File: config.mk
export PLATFORM = sky130hd
export DESIGN_NAME = bootrom_req_adapter
export DESIGN_NICKNAME = d
export VERILOG_FILES = /design/src/rtl/bootrom_pkg.sv /design/src/rtl/bootrom_range_check.sv /design/src/rtl/bootrom_req_adapter.sv
export SDC_FILE = /design/constraint.sdc
export NUM_CORES = 1
export LEC_CHECK = 0
export ABC_AREA = 1
export CAP_MARGIN = 20
export CORE_UTILIZATION = 25
export CTS_BUF_LIST = sky130_fd_sc_hd__clkbuf_8
export CTS_CLUSTER_DIAMETER = 200
export DETAILED_ROUTE_END_ITERATION = 10
export DONT_BUFFER_PORTS = 1
export PLACE_DENSITY = 0.44
export SYNTH_ARGS = -nofsm -noshare
export SYNTH_HDL_FRONTEND = slang
export SYNTH_SLANG_ARGS = --single-unit
File: constraint.sdc
create_clock -name clk_i -period 4 [get_ports clk_i]
set_clock_uncertainty 0.1 [all_clocks]
set_input_delay 0.8 -clock clk_i [delete_from_list [all_inputs] [get_ports clk_i]]
set_output_delay 0.8 -clock clk_i [all_outputs]
set_load 0.02 [all_outputs]
File: src/rtl/bootrom_pkg.sv
// Shared definitions for the bootrom front-ends: FSM states and the ROM address map.
package bootrom_pkg;

    localparam int          RomAddrBits = 11;
    localparam int          RomBytes    = 1024;
    localparam logic [63:0] BaseAddr    = 64'h0;

    typedef enum logic [1:0] {
        IDLE  = 2'd0,
        RD_LO = 2'd1,
        RD_HI = 2'd2,
        RSP   = 2'd3
    } state_e;

endpackage

File: src/rtl/bootrom_range_check.sv
// Combinational offset computation and error decode for a bootrom request.
// Also used by the debug-ROM front-end.
module bootrom_range_check #(
    parameter int                   AddrWidth   = 48,
    parameter int                   RomAddrBits = 11,
    parameter int                   RomBytes    = 1024,
    parameter logic [AddrWidth-1:0] BaseAddr    = '0
) (
    input  logic [AddrWidth-1:0]   addr,
    input  logic                   we,
    output logic [RomAddrBits-1:0] word_addr,
    output logic                   error
);

    localparam logic [AddrWidth-1:0] RomLimit = AddrWidth'(RomBytes);

    logic [AddrWidth-1:0] off;
    logic                 borrow;

    // A borrow out of the subtraction means the address lies below the ROM base.
    always_comb begin
        {borrow, off} = {1'b0, addr} - {1'b0, BaseAddr};
        word_addr     = off[RomAddrBits+1:2];
        error         = we | borrow | (off >= RomLimit);
    end

endmodule

File: src/rtl/bootrom_req_adapter.sv
// Valid/ready front-end for the combinational bootrom. A 64-bit response is built
// from two registered 32-bit ROM lookups. Only one request is in flight at a time.
module bootrom_req_adapter #(
    parameter int                   AddrWidth   = 48,
    parameter int                   BusWidth    = 64,
    parameter int                   RomAddrBits = bootrom_pkg::RomAddrBits,
    parameter int                   RomBytes    = bootrom_pkg::RomBytes,
    parameter logic [AddrWidth-1:0] BaseAddr    = AddrWidth'(bootrom_pkg::BaseAddr)
) (
    input  logic                   clk_i,
    input  logic                   rst_ni,
    input  logic                   req_valid_i,
    output logic                   req_ready_o,
    input  logic [AddrWidth-1:0]   req_addr_i,
    input  logic                   req_we_i,
    output logic                   rsp_valid_o,
    input  logic                   rsp_ready_i,
    output logic [BusWidth-1:0]    rsp_rdata_o,
    output logic                   rsp_error_o,
    output logic [RomAddrBits-1:0] rom_addr_o,
    input  logic [31:0]            rom_data_i,
    output logic [1:0]             dbg_state_o
);

    import bootrom_pkg::*;

    localparam bit Wide = (BusWidth == 64);

    // Handshakes: a request transfers on a clock edge where req_valid_i and req_ready_o
    // are both high; a response transfers where rsp_valid_o and rsp_ready_i are both
    // high. Both ready and valid are decoded from the registered state only.

    state_e                 state_q, state_d;
    logic [63:0]            rdata_q;
    logic                   error_q;
    logic [RomAddrBits-1:0] rom_addr_q;
    logic [RomAddrBits-1:0] word_addr;
    logic                   range_err;

    bootrom_range_check #(
        .AddrWidth  (AddrWidth),
        .RomAddrBits(RomAddrBits),
        .RomBytes   (RomBytes),
        .BaseAddr   (BaseAddr)
    ) u_range_check (
        .addr     (req_addr_i),
        .we       (req_we_i),
        .word_addr(word_addr),
        .error    (range_err)
    );

    always_ff @(posedge clk_i or negedge rst_ni) begin
        if (!rst_ni) begin
            state_q <= IDLE;
        end else begin
            state_q <= state_d;
        end
    end

    always_comb begin
        state_d     = state_q;
        req_ready_o = 1'b0;
        rsp_valid_o = 1'b0;
        unique case (state_q)
            IDLE: begin
                req_ready_o = 1'b1;
                if (req_valid_i) begin
                    state_d = range_err ? RSP : RD_LO;
                end
            end
            RD_LO:   state_d = Wide ? RD_HI : RSP;
            RD_HI:   state_d = RSP;
            RSP: begin
                rsp_valid_o = 1'b1;
                if (rsp_ready_i) begin
                    state_d = IDLE;
                end
            end
            default: state_d = IDLE;
        endcase
    end

    // ROM data is captured at the end of a cycle whose address was registered at its start.
    always_ff @(posedge clk_i or negedge rst_ni) begin
        if (!rst_ni) begin
            rdata_q    <= '0;
            error_q    <= 1'b0;
            rom_addr_q <= '0;
        end else begin
            unique case (state_q)
                IDLE: begin
                    if (req_valid_i) begin
                        if (range_err) begin
                            error_q <= 1'b1;
                            rdata_q <= '0;
                        end else begin
                            rom_addr_q <= Wide ? {word_addr[RomAddrBits-1:1], 1'b0} : word_addr;
                        end
                    end
                end
                RD_LO: begin
                    rdata_q[31:0] <= rom_data_i;
                    if (Wide) begin
                        rom_addr_q[0] <= 1'b1;
                    end
                end
                RD_HI: rdata_q[63:32] <= rom_data_i;
                RSP: begin
                    if (rsp_ready_i) begin
                        rdata_q <= '0;
                        error_q <= 1'b0;
                    end
                end
                default: ;
            endcase
        end
    end

    assign rsp_rdata_o = rdata_q[BusWidth-1:0];
    assign rsp_error_o = error_q;
    assign rom_addr_o  = rom_addr_q;
    assign dbg_state_o = state_q;

endmodule

Yosys cells after proc, flatten, opt, wreduce, memory -nomap -nowiden
Index checks and enable logic that the tools add are counted.
{"block": "classes", "bitwise": 2, "n_eq_ne": 7, "mux": 18, "reduce_logical": 11, "order_cmp": 1}
{"operator": "two-way mux 64 bit", "n": 3}
{"operator": "one-hot mux 32 bit (3 select lines)", "n": 2}
{"operator": "greater-or-equal comparator 48 x 11 -> 1 bit, second input constant", "n": 1}
{"operator": "AND reduction 4 bit", "n": 3}
{"operator": "inequality test 2 bit, second input constant", "n": 4}
{"operator": "one-hot mux 2 bit (4 select lines)", "n": 1}
{"operator": "two-way mux 1 bit", "n": 7}
{"operator": "two-way mux 2 bit", "n": 3}
{"operator": "AND reduction 3 bit", "n": 2}
{"operator": "nonzero test 3 bit", "n": 2}
{"operator": "== test 2 bit, second input constant", "n": 2}
{"operator": "one-hot mux 1 bit (2 select lines)", "n": 2}
{"operator": "nonzero test 2 bit", "n": 2}
{"operator": "== test 2 x 1 -> 1 bit, second input constant", "n": 1}
{"operator": "zero test 2 bit", "n": 1}
{"operator": "AND reduction 2 bit", "n": 1}
{"operator": "inverter 1 bit", "n": 1}
{"operator": "OR 1 bit", "n": 1}
{"block": "totals", "output_inout_bits": 80, "elab_cells": 45, "inputBits": 85, "reg_bits": 78}

Longest topological paths before layout
Gate-level depths: netlist (run 1).
{"block": "logic_depth", "depth_word": 5, "mapped_depth": 11, "mapped_depth_nobuf": 10}

Modules after synthesis
Synthesis (run 1) repeated with hierarchy kept, for this count alone.
{"block": "unflattened", "hier_cells": 543, "area_unflattened_um2": 3913.8}
{"module": "bootrom_req_adapter", "n_inst": 1, "area_each_um2": 3697.3, "cells_per_inst": 500, "seq_area_each_um2": 1951.9}
{"module": "bootrom_range_check", "n_inst": 1, "area_each_um2": 216.5, "cells_per_inst": 43, "seq_area_each_um2": 0.0}

Worst setup path before layout (run 1)
No wires, ideal clock.
{"block": "synth_timing", "path_kind": "register to register", "start": "register state_q[0] (netlist: dbg_state_o[0])", "end": "register rdata_q[0] (netlist: rsp_rdata_o[0])", "path_buffers": 1, "arrival_time_ns": 1.813, "synth_period_minus_slack_ns": 2.030, "stages_incl_launch_ff": 11, "setup_time_ns": 0.117, "setup_slack_ns": 1.970, "required_time_ns": 3.783, "path_cell_list": "dfrtp_1 > inv_1 > ha_1 > nand3_1 > nor2_1 > nand2_2 > o21bai_4 > nand2_4 > buf_6 > nand2_1 > nand2_1"}
{"block": "synth_via", "elab_chain_cells": 3, "word_cells_on_any_way": 9, "classes_between": "5 x eq/ne; 1 x mux; 3 x reduce/logical"}
{"item": "from (decl)", "line_no": "bootrom_req_adapter.sv:33", "text": "state_e state_q, state_d;"}
{"item": "from (signal assigned)", "line_no": "bootrom_req_adapter.sv:56", "text": "state_q <= state_d;"}
{"item": "== test 2 bit (tied with other cells)", "line_no": "bootrom_req_adapter.sv:90", "text": "unique case (state_q)"}
{"item": "inequality test 2 bit (no line) or nonzero test 3 bit (tied branches)"}
{"item": "AND reduction 4 bit (no line)"}
{"item": "to (signal assigned)", "line_no": "bootrom_req_adapter.sv:102", "text": "rdata_q[31:0] <= rom_data_i;"}
{"item": "to (decl)", "line_no": "bootrom_req_adapter.sv:34", "text": "logic [63:0] rdata_q;"}
Parallel ways exist; a longest one is shown, timed or not.
A chain may end at the register's enable or synchronous reset.

Worst setup path in the final report (run 1)
{"block": "layout_timing", "start": "register state_q[0] (netlist: dbg_state_o[0])", "end": "register rdata_q[53] (netlist: rsp_rdata_o[53])"}
{"block": "layout_via", "elab_chain_cells": 3, "word_cells_on_any_way": 9, "classes_between": "5 x eq/ne; 1 x mux; 3 x reduce/logical"}
{"item": "== test 2 bit or zero test 2 bit (tied branches)", "line_no": "bootrom_req_adapter.sv:90"}
{"item": "inequality test 2 bit (no line) or nonzero test 3 bit (tied branches)"}
{"item": "AND reduction 4 bit (no line)"}
{"item": "to (signal assigned)", "line_no": "bootrom_req_adapter.sv:107", "text": "RD_HI: rdata_q[63:32] <= rom_data_i;"}
Parallel ways exist; a longest one is shown, timed or not.

==> results of run 1 <==
## flip-flops by register name (all words and copies together) (netlist names)
register / cells
rom_addr_o: 11
rsp_error_o: 1
dbg_state_o: 2
rsp_rdata_o: 64
## timing repair
action | 4_1_cts | 5_1_grt
resized for setup | 0 | 0
hold endpoints to repair | 64 | 0
buffers inserted | 0 | 0
setup endpoints to repair | 0 | 0
hold buffers | 2 | 0
## power by group
part / switching, µW / leakage, µW / internal, µW / total, µW
clock network: 301 / 0.000105 / 274 / 575
logic: 814 / 0.00104 / 286 / 1100
registers: 318 / 0.00105 / 958 / 1280
## per-stage QoR
stage               setup WS [ns]  area (µm²)  instances
finish                       1.31        3960        639
global route                 1.01        3960        639
CTS                          1.25        3960        639
detailed placement           1.25        3740        621
global placement             1.33        3740        621
floorplan                    1.97        3620        460
## final cells by class
type | instances | area share (%)
Sequential cell | 78 | 49.3
Multi-Input combinational cell | 312 | 34.0
Tap cell | 180 | 5.68
Inverter | 45 | 4.26
Clock buffer | 12 | 4.17
Timing Repair Buffer | 8 | 2.08
Clock inverter | 4 | 0.537
## cells by family (layout without fill, tap and decap cells)
kind of cell	after synthesis	count (layout)
compound gates	39	39
simple gates	269	269
buf+inv	70	69
flops	78	78
fa+ha+maj	4	4
## worst max-delay path: stages, from the launching register on
cell,delay (ns)
dfrtp_1,0.51
inv_1,0.16
ha_1,0.43
nand3_1,0.12
nor2_1,0.12
nand2_2,0.11
inv_1,0.07
nand2_1,0.06
nand2_2,0.45
buf_4,0.32
nand2_1,0.07
o21ai_0,0.08
## metal layers
metal  vias to the layer above  part of all wire (%)  global-route usage (%)
li1                       1389                     -                       -
met1                      1345                    42                    16.3
met2                       118                    49                    22.8
met3                        14                   6.9                    3.76
met4                         0                   2.6                    7.62
met5                         -                     0                       0
## placed cells by master (no fill, tap or decap), types with 2 or more instances in the layout
| cell type | count |
|---|---|
| nand2_1 | 197 |
| dfrtp_1 | 78 |
| inv_1 | 45 |
| nand3_1 | 41 |
| o21ai_0 | 29 |
| nor2_1 | 26 |
| clkbuf_8 | 12 |
| o21ai_1 | 8 |
| buf_4 | 6 |
| ha_1 | 4 |
| nand2_2 | 2 |
| inv_2 | 2 |
## worst max path at each step
stage                             endpoint                        from  slack, ns
2_1_floorplan   rsp_rdata_o[0]$_DFFE_PN0P_  dbg_state_o[0]$_DFFE_PN0P_       1.97
3_5_place_dp   rsp_rdata_o[53]$_DFFE_PN0P_  dbg_state_o[0]$_DFFE_PN0P_       1.25
3_3_place_gp   rsp_rdata_o[48]$_DFFE_PN0P_  dbg_state_o[0]$_DFFE_PN0P_       1.33
5_1_grt        rsp_rdata_o[53]$_DFFE_PN0P_  dbg_state_o[0]$_DFFE_PN0P_       1.01
6_report       rsp_rdata_o[53]$_DFFE_PN0P_  dbg_state_o[0]$_DFFE_PN0P_       1.31
4_1_cts        rsp_rdata_o[53]$_DFFE_PN0P_  dbg_state_o[0]$_DFFE_PN0P_       1.25
==> results.py, run 1 <==
metrics = {
    "sta": {
        "fin_hold_ws_ns": 0.208,
        "layout_min_cycle_time_ns": 2.69,
        "timing.setup.tns_ns": 0,
        "final_hold_viol_count": 0,
        "worst_slew_margin_rel_pct": 51.9,
        "final-max-slew-violation-count": 0,
        "tightest_slew_ns": 0.720,
        "timing.fmax_mhz": 371,
        "grt_setup_unrepaired": "no",
        "setup_violations": 0,
        "final_clock_period_utilization_by_the_worst_path_pct": 67.3,
    },
    "global_route": {
        "via_count_of_the_first_global_routing_pass": 2818,
        "antenna_violations_before_repair": 0,
        "grt-ovfl-total": 0,
        "grt_pass1_wl_mm": 15.3,
        "largest_net_degree_at_the_start_of_global_routing": 65,
        "grt.total_usage_pct": 13.8,
    },
    "drt": {
        "detail_route.wl_per_cell_um": 15.7,
        "drtPass1Iterations": 4,
        "detail_route.vias_per_cell": 4.49,
        "detail_route.wirelength_mm": 10.0,
        "route.detailed.drc": 0,
        "vias": 2866,
        "ant_nets": 0,
        "detailed_router_s_first_iteration_violation_count": 136,
    },
    "hold_path": {
        "hold_class": "in -> async",
    },
    "power_and_ir_drop": {
        "power_per_standard_cell_area_nw_per_um2": 745,
        "maximum_vdd_drop_mv": 0.232,
        "power_leakage_uw": 0.00219,
        "total_power_uw": 2950,
    },
    "worst_setup_path": {
        "ff2ff_setup_slack_ns": 1.31,
        "sort_of_element_at_the_start_of_the_critical_path": "flop",
        "rr_endpoint": "rsp_rdata_o[53]$_DFFE_PN0P_",
        "cp_max_fo": 34,
        "worst_r2r_path_depth": 11,
        "timing.critical_path.to_type": "flop",
        "worst-endpoint-arrival_ns": 2.87,
        "critical_path_class": "reg -> reg",
        "regToRegStartpoint": "dbg_state_o[0]$_DFFE_PN0P_",
        "worst-endpoint-required_ns": 4.17,
    },
    "yosys": {
        "netlist-cell-type-count": 19,
        "synth_nets": 549,
        "synth.yosys.seq_area_share_pct": 54.0,
        "yosys-top-cells-count": "197 x nand2_1, 78 x dfrtp_1, 43 x inv_1",
        "synth.cell_area_um2": 3620,
        "netlist_instances": 460,
        "synth_adder_area_share_pct": 1.38,
        "netlist.top_cell.by_area": "dfrtp_1",
        "synth_top_family_by_area": "simple AND/OR/NAND/NOR gates",
        "yosys-mux-area-fraction_pct": 0,
        "synthTopCellsByArea": "dfrtp_1 54%, nand2_1 20%, nand3_1 5.7%",
        "post_synth_edffs": 0,
        "synth-compound-area-share_pct": 5.81,
        "synth_top_area_share_pct": 54.0,
        "ys_seq_elements": 78,
        "synth_most_common_cell": "nand2_1",
        "synth_xor_area_share_pct": 0,
        "ys_warns": 0,
        "syn_area_per_cell_um2": 7.86,
        "synth_async_sr_flop_share_pct": 100,
        "postSynth.topFlopCell": "dfrtp_1",
        "synth_simple_gate_area_share_pct": 30.1,
    },
    "layout": {
        "finish.utilization_pct": 28.3,
        "num-nets-final": 543,
        "layout-area-overhead-vs-synth_pct": 9.58,
        "fillers": 1528,
        "n_antenna_cell": 0,
        "area_taken_by_multi_input_logic_gates_um2": 1350,
        "layout.area.seq_um2": 1950,
        "drive_above_1_share_pct": 6.32,
    },
    "die": {
        "design.die.area_um2": 14900,
        "coreArea_um2": 14000,
        "fp.dieH_um": 122,
        "die_width_um": 122,
        "rows": 43,
        "floorplan.initialDensity_pct": 25.8,
        "boundaryPins": 165,
    },
    "cts": {
        "cts-buffers-inserted": 9,
        "ctsRootBufferMaster": "clkbuf_8",
        "htree_levels": 3,
        "insertion_delay_ns": 0.35,
        "cts_max_path_buffers": 2,
        "total_clock_sinks": 78,
        "cts.reportedPaths.clkPinSlew_ns": 0.08,
        "cts_tree": "built",
    },
    "run": {
        "max-cap-violations": 0,
    },
    "outcome": {
        "run_status": "completed",
    },
    "placement": {
        "finalWeightedCongestion": 0.704,
        "detailedPlacementHpwl_mm": 6.62,
        "numPortBuffers": 0,
    },
}
Note: power is estimated with default switching activity, not from simulation.
==> inputs of run 2 (changes only) <==
--- a/config.mk
+++ b/config.mk
@@ -5,14 +5,14 @@
 export SDC_FILE = /design/constraint.sdc
 export NUM_CORES = 1
 export LEC_CHECK = 0
-export ABC_AREA = 1
+export ABC_AREA = 0
 export CAP_MARGIN = 20
 export CORE_UTILIZATION = 25
 export CTS_BUF_LIST = sky130_fd_sc_hd__clkbuf_8
 export CTS_CLUSTER_DIAMETER = 200
 export DETAILED_ROUTE_END_ITERATION = 10
 export DONT_BUFFER_PORTS = 1
-export PLACE_DENSITY = 0.44
+export PLACE_DENSITY = 0.46
 export SYNTH_ARGS = -nofsm -noshare
 export SYNTH_HDL_FRONTEND = slang
 export SYNTH_SLANG_ARGS = --single-unit
==> constraint.sdc (replaced) <==
create_clock -name clk_i -period 2.33 [get_ports clk_i]
set_clock_uncertainty 0.1 [all_clocks]
set_input_delay 0.466 -clock clk_i [delete_from_list [all_inputs] [get_ports clk_i]]
set_output_delay 0.466 -clock clk_i [all_outputs]
set_load 0.02 [all_outputs]
==> run 2 against run 1 <==
  * The flow now finishes with violations (negative hold slack)
  * Cell area up 3.5%
  * Sequential power increased by 110%
  * Count of clock-buffer cells in the layout is the same
  * Synthesized area decreased by 6.5%
  * Register-to-register slack got worse by 1.2 ns
  * Hold slack got worse by 0.52 ns
  * Sequential share of layout area shrank 1.6 points
  * First-iteration DRC count is 44% higher
  * Synthesized cell count shrank 45%
  * Global-route usage up 0.34 points
  * Largest cell class unchanged
==> results.py, run 2 <==
metrics = {
    "outcome": {
        "run_status": "complete, but fails checks",
        "failed_checks": "negative hold slack",
    },
    "sta": {
        "layout_min_cycle_time_ns": 2.23,
        "final-max-slew-violation-count": 0,
        "tightest_slew_ns": 0.554,
        "setup_violations": 0,
        "grt_setup_unrepaired": "yes",
        "timing.fmax_mhz": 448,
        "timing.setup.tns_ns": 0,
        "worst_slew_margin_rel_pct": 62.9,
        "fin_hold_ws_ns": -0.308,
        "final_hold_viol_count": 78,
        "final_clock_period_utilization_by_the_worst_path_pct": 95.8,
        "post-route-worst-setup-slack_ns": 0.0983,
    },
    "worst_setup_path": {
        "worst-endpoint-arrival_ns": 2.39,
        "timing.critical_path.to_type": "flop",
        "worst_r2r_path_depth": 11,
        "rr_endpoint": "rsp_rdata_o[36]$_DFFE_PN0P_",
        "ff2ff_setup_slack_ns": 0.1,
        "sort_of_element_at_the_start_of_the_critical_path": "flop",
        "critical_path_class": "reg -> reg",
        "worst-endpoint-required_ns": 2.49,
        "cp_max_fo": 8,
        "regToRegStartpoint": "dbg_state_o[1]$_DFFE_PN0P_",
    },
    "yosys": {
        "ys_seq_elements": 78,
        "ys_warns": 0,
        "syn_area_per_cell_um2": 13.4,
        "synth.cell_area_um2": 3380,
        "netlist.top_cell.by_area": "dfrtp_1",
        "synth_async_sr_flop_share_pct": 100,
        "netlist_instances": 252,
        "post_synth_edffs": 0,
        "synth.yosys.seq_area_share_pct": 57.8,
        "synth_top_area_share_pct": 57.8,
        "yosys-top-cells-count": "78 x dfrtp_1, 64 x a22o_1, 32 x a221o_1",
        "synth_most_common_cell": "dfrtp_1",
        "synth_nets": 341,
        "netlist-cell-type-count": 32,
        "postSynth.topFlopCell": "dfrtp_1",
        "synthTopCellsByArea": "dfrtp_1 58%, a22o_1 17%, a221o_1 9.5%",
    },
    "die": {
        "fp.dieH_um": 118,
        "design.die.area_um2": 14000,
        "die_width_um": 118,
        "boundaryPins": 165,
        "floorplan.initialDensity_pct": 25.6,
        "rows": 42,
        "coreArea_um2": 13200,
    },
    "layout": {
        "most_common_library_cell_in_the_layout_ignoring_fill_and_taps": "dfrtp_1",
        "layout_common_cells": "76 x dfrtp_1, 64 x a22o_1, 32 x a221o_1, 13 x buf_4, 12 x clkbuf_8",
        "finish.utilization_pct": 31.1,
        "layout-area-overhead-vs-synth_pct": 21.4,
        "area_taken_by_multi_input_logic_gates_um2": 1380,
        "final_cell_area_um2": 4100,
        "num-nets-final": 355,
        "layout.area.seq_um2": 1950,
        "n_antenna_cell": 0,
        "fillers": 1315,
        "largest_register_ff_count": 64,
        "drive_above_1_share_pct": 22.5,
    },
    "power_and_ir_drop": {
        "power_report.internal_total_uw": 3830,
        "p_switching_uw": 2670,
        "power_leakage_uw": 0.00187,
        "power.switching_fraction_pct": 41.1,
        "maximum_vdd_drop_mv": 0.448,
        "seq_power_share_pct": 41.0,
        "power_per_standard_cell_area_nw_per_um2": 1580,
        "pwr-share-comb_pct": 40.8,
        "share_clk_of_total_power_pct": 18.2,
    },
    "cts": {
        "ctsRootBufferMaster": "clkbuf_8",
        "cts_tree": "built",
        "htree_levels": 3,
        "total_clock_sinks": 78,
        "cts.reportedPaths.clkPinSlew_ns": 0.08,
        "cts-buffers-inserted": 9,
        "cts_max_path_buffers": 2,
        "insertion_delay_ns": 0.35,
    },
    "drt": {
        "detailed_router_s_first_iteration_violation_count": 196,
        "detail_route.wirelength_mm": 10.1,
        "ant_nets": 0,
        "vias": 2452,
        "detail_route.vias_per_cell": 5.49,
        "detail_route.wl_per_cell_um": 22.6,
        "route.detailed.drc": 0,
        "drtPass1Iterations": 4,
    },
    "global_route": {
        "antenna_violations_before_repair": 0,
        "grt-ovfl-total": 0,
        "largest_net_degree_at_the_start_of_global_routing": 79,
        "grt.total_usage_pct": 14.2,
        "grt_pass1_wl_mm": 14.8,
        "via_count_of_the_first_global_routing_pass": 2526,
    },
    "placement": {
        "numPortBuffers": 0,
        "detailedPlace.worstSlack_ns": -0.0365,
        "finalWeightedCongestion": 0.735,
        "placed_area_um2": 3710,
        "detailedPlacementHpwl_mm": 6.05,
    },
    "run": {
        "max-cap-violations": 0,
    },
    "hold_path": {
        "hold_class": "in -> async",
    },
}
-- run 2: power by group through the flow --
| stage | Combinational [µW] | Clock (µW) | Sequential (µW) |
|---|---|---|---|
| 2_1_floorplan | 1670 | 0 | 2590 |
| 3_3_place_gp | 2440 | 0 | 2680 |
| 3_5_place_dp | 2490 | 0 | 2690 |
| 4_1_cts | 2550 | 1240 | 2670 |
| 5_1_grt | 2890 | 1280 | 2720 |
| 6_report | 2650 | 1180 | 2670 |
-- run 2: cell families (layout without fill, tap and decap cells) --
logic type               Yosys count  after routing  synth area share (%)
buffers and inverters             26             43                  3.81
AND/OR/NAND/NOR                   32             34                  5.92
multiplexers                       8              8                  3.30
flip-flops                        78             78                  57.8
AO/OA/AOI/OAI                    104            104                  27.7
adder cells (fa/ha/maj)            4              4                  1.48
-- run 2: critical path, cell delays in order (launching register included) --
cell and delay (ns):
dfrtp_2 0.43, inv_2 0.09, ha_4 0.14, nor4b_4 0.18, nand4_1 0.18, nor4_4 0.16
buf_4 0.18, buf_12 0.14, buf_12 0.10, nor2_4 0.04, clkbuf_16 0.17, a22o_1 0.22
-- run 2: worst max path at each step --
| stage | start | to | slack (ns) |
|---|---|---|---|
| 6_report | dbg_state_o[1]$_DFFE_PN0P_ | rsp_rdata_o[36]$_DFFE_PN0P_ | 0.1 |
| 4_1_cts | dbg_state_o[1]$_DFFE_PN0P_ | rsp_rdata_o[18]$_DFFE_PN0P_ | 0.01 |
| 3_5_place_dp | dbg_state_o[0]$_DFFE_PN0P_ | rsp_rdata_o[33]$_DFFE_PN0P_ | -0.04 |
| 2_1_floorplan | dbg_state_o[1]$_DFFE_PN0P_ | rom_addr_o[2]$_DFFE_PN0P_ | 0.002 |
| 5_1_grt | dbg_state_o[0]$_DFFE_PN0P_ | rsp_rdata_o[55]$_DFFE_PN0P_ | -0.03 |
| 3_3_place_gp | dbg_state_o[0]$_DFFE_PN0P_ | rsp_rdata_o[41]$_DFFE_PN0P_ | -0.02 |
-- run 2: metal layers --
layer	track usage (%)	wire (µm)	vias up
met2	23.4	5060	125
met4	5.29	118	0
met1	16.4	4160	1270
li1	-	-	1049
met5	0	0	-
met3	5.79	743	8
-- run 2: cell type report --
class                   instances  area share, %
clock buffers                  12           4.03
clock inverters                 4           1.68
inverters                       4          0.366
multi-input cells             150           33.6
flip-flops and latches         78           47.7
well taps                     176           5.37
repair buffers                 23           7.29
-- run 2: timing repair --
item / 4_1_cts / 5_1_grt
cloned: 1 / 3
pin swaps: 1 / 13
setup buffers: 0 / 6
resized for setup: 2 / 4
endpoints found under the setup margin: 39 / 66
endpoints found under the hold margin: 78 / 78
-- run 2: per-stage QoR --
stage / instances / total power (µW) / hold WS [ns]
2_1_floorplan: 252 / 4260 / 0.0704
3_3_place_gp: 421 / 5120 / 0.0719
3_5_place_dp: 421 / 5180 / 0.0718
4_1_cts: 438 / 6460 / -0.345
5_1_grt: 447 / 6900 / -0.351
6_report: 447 / 6500 / -0.308
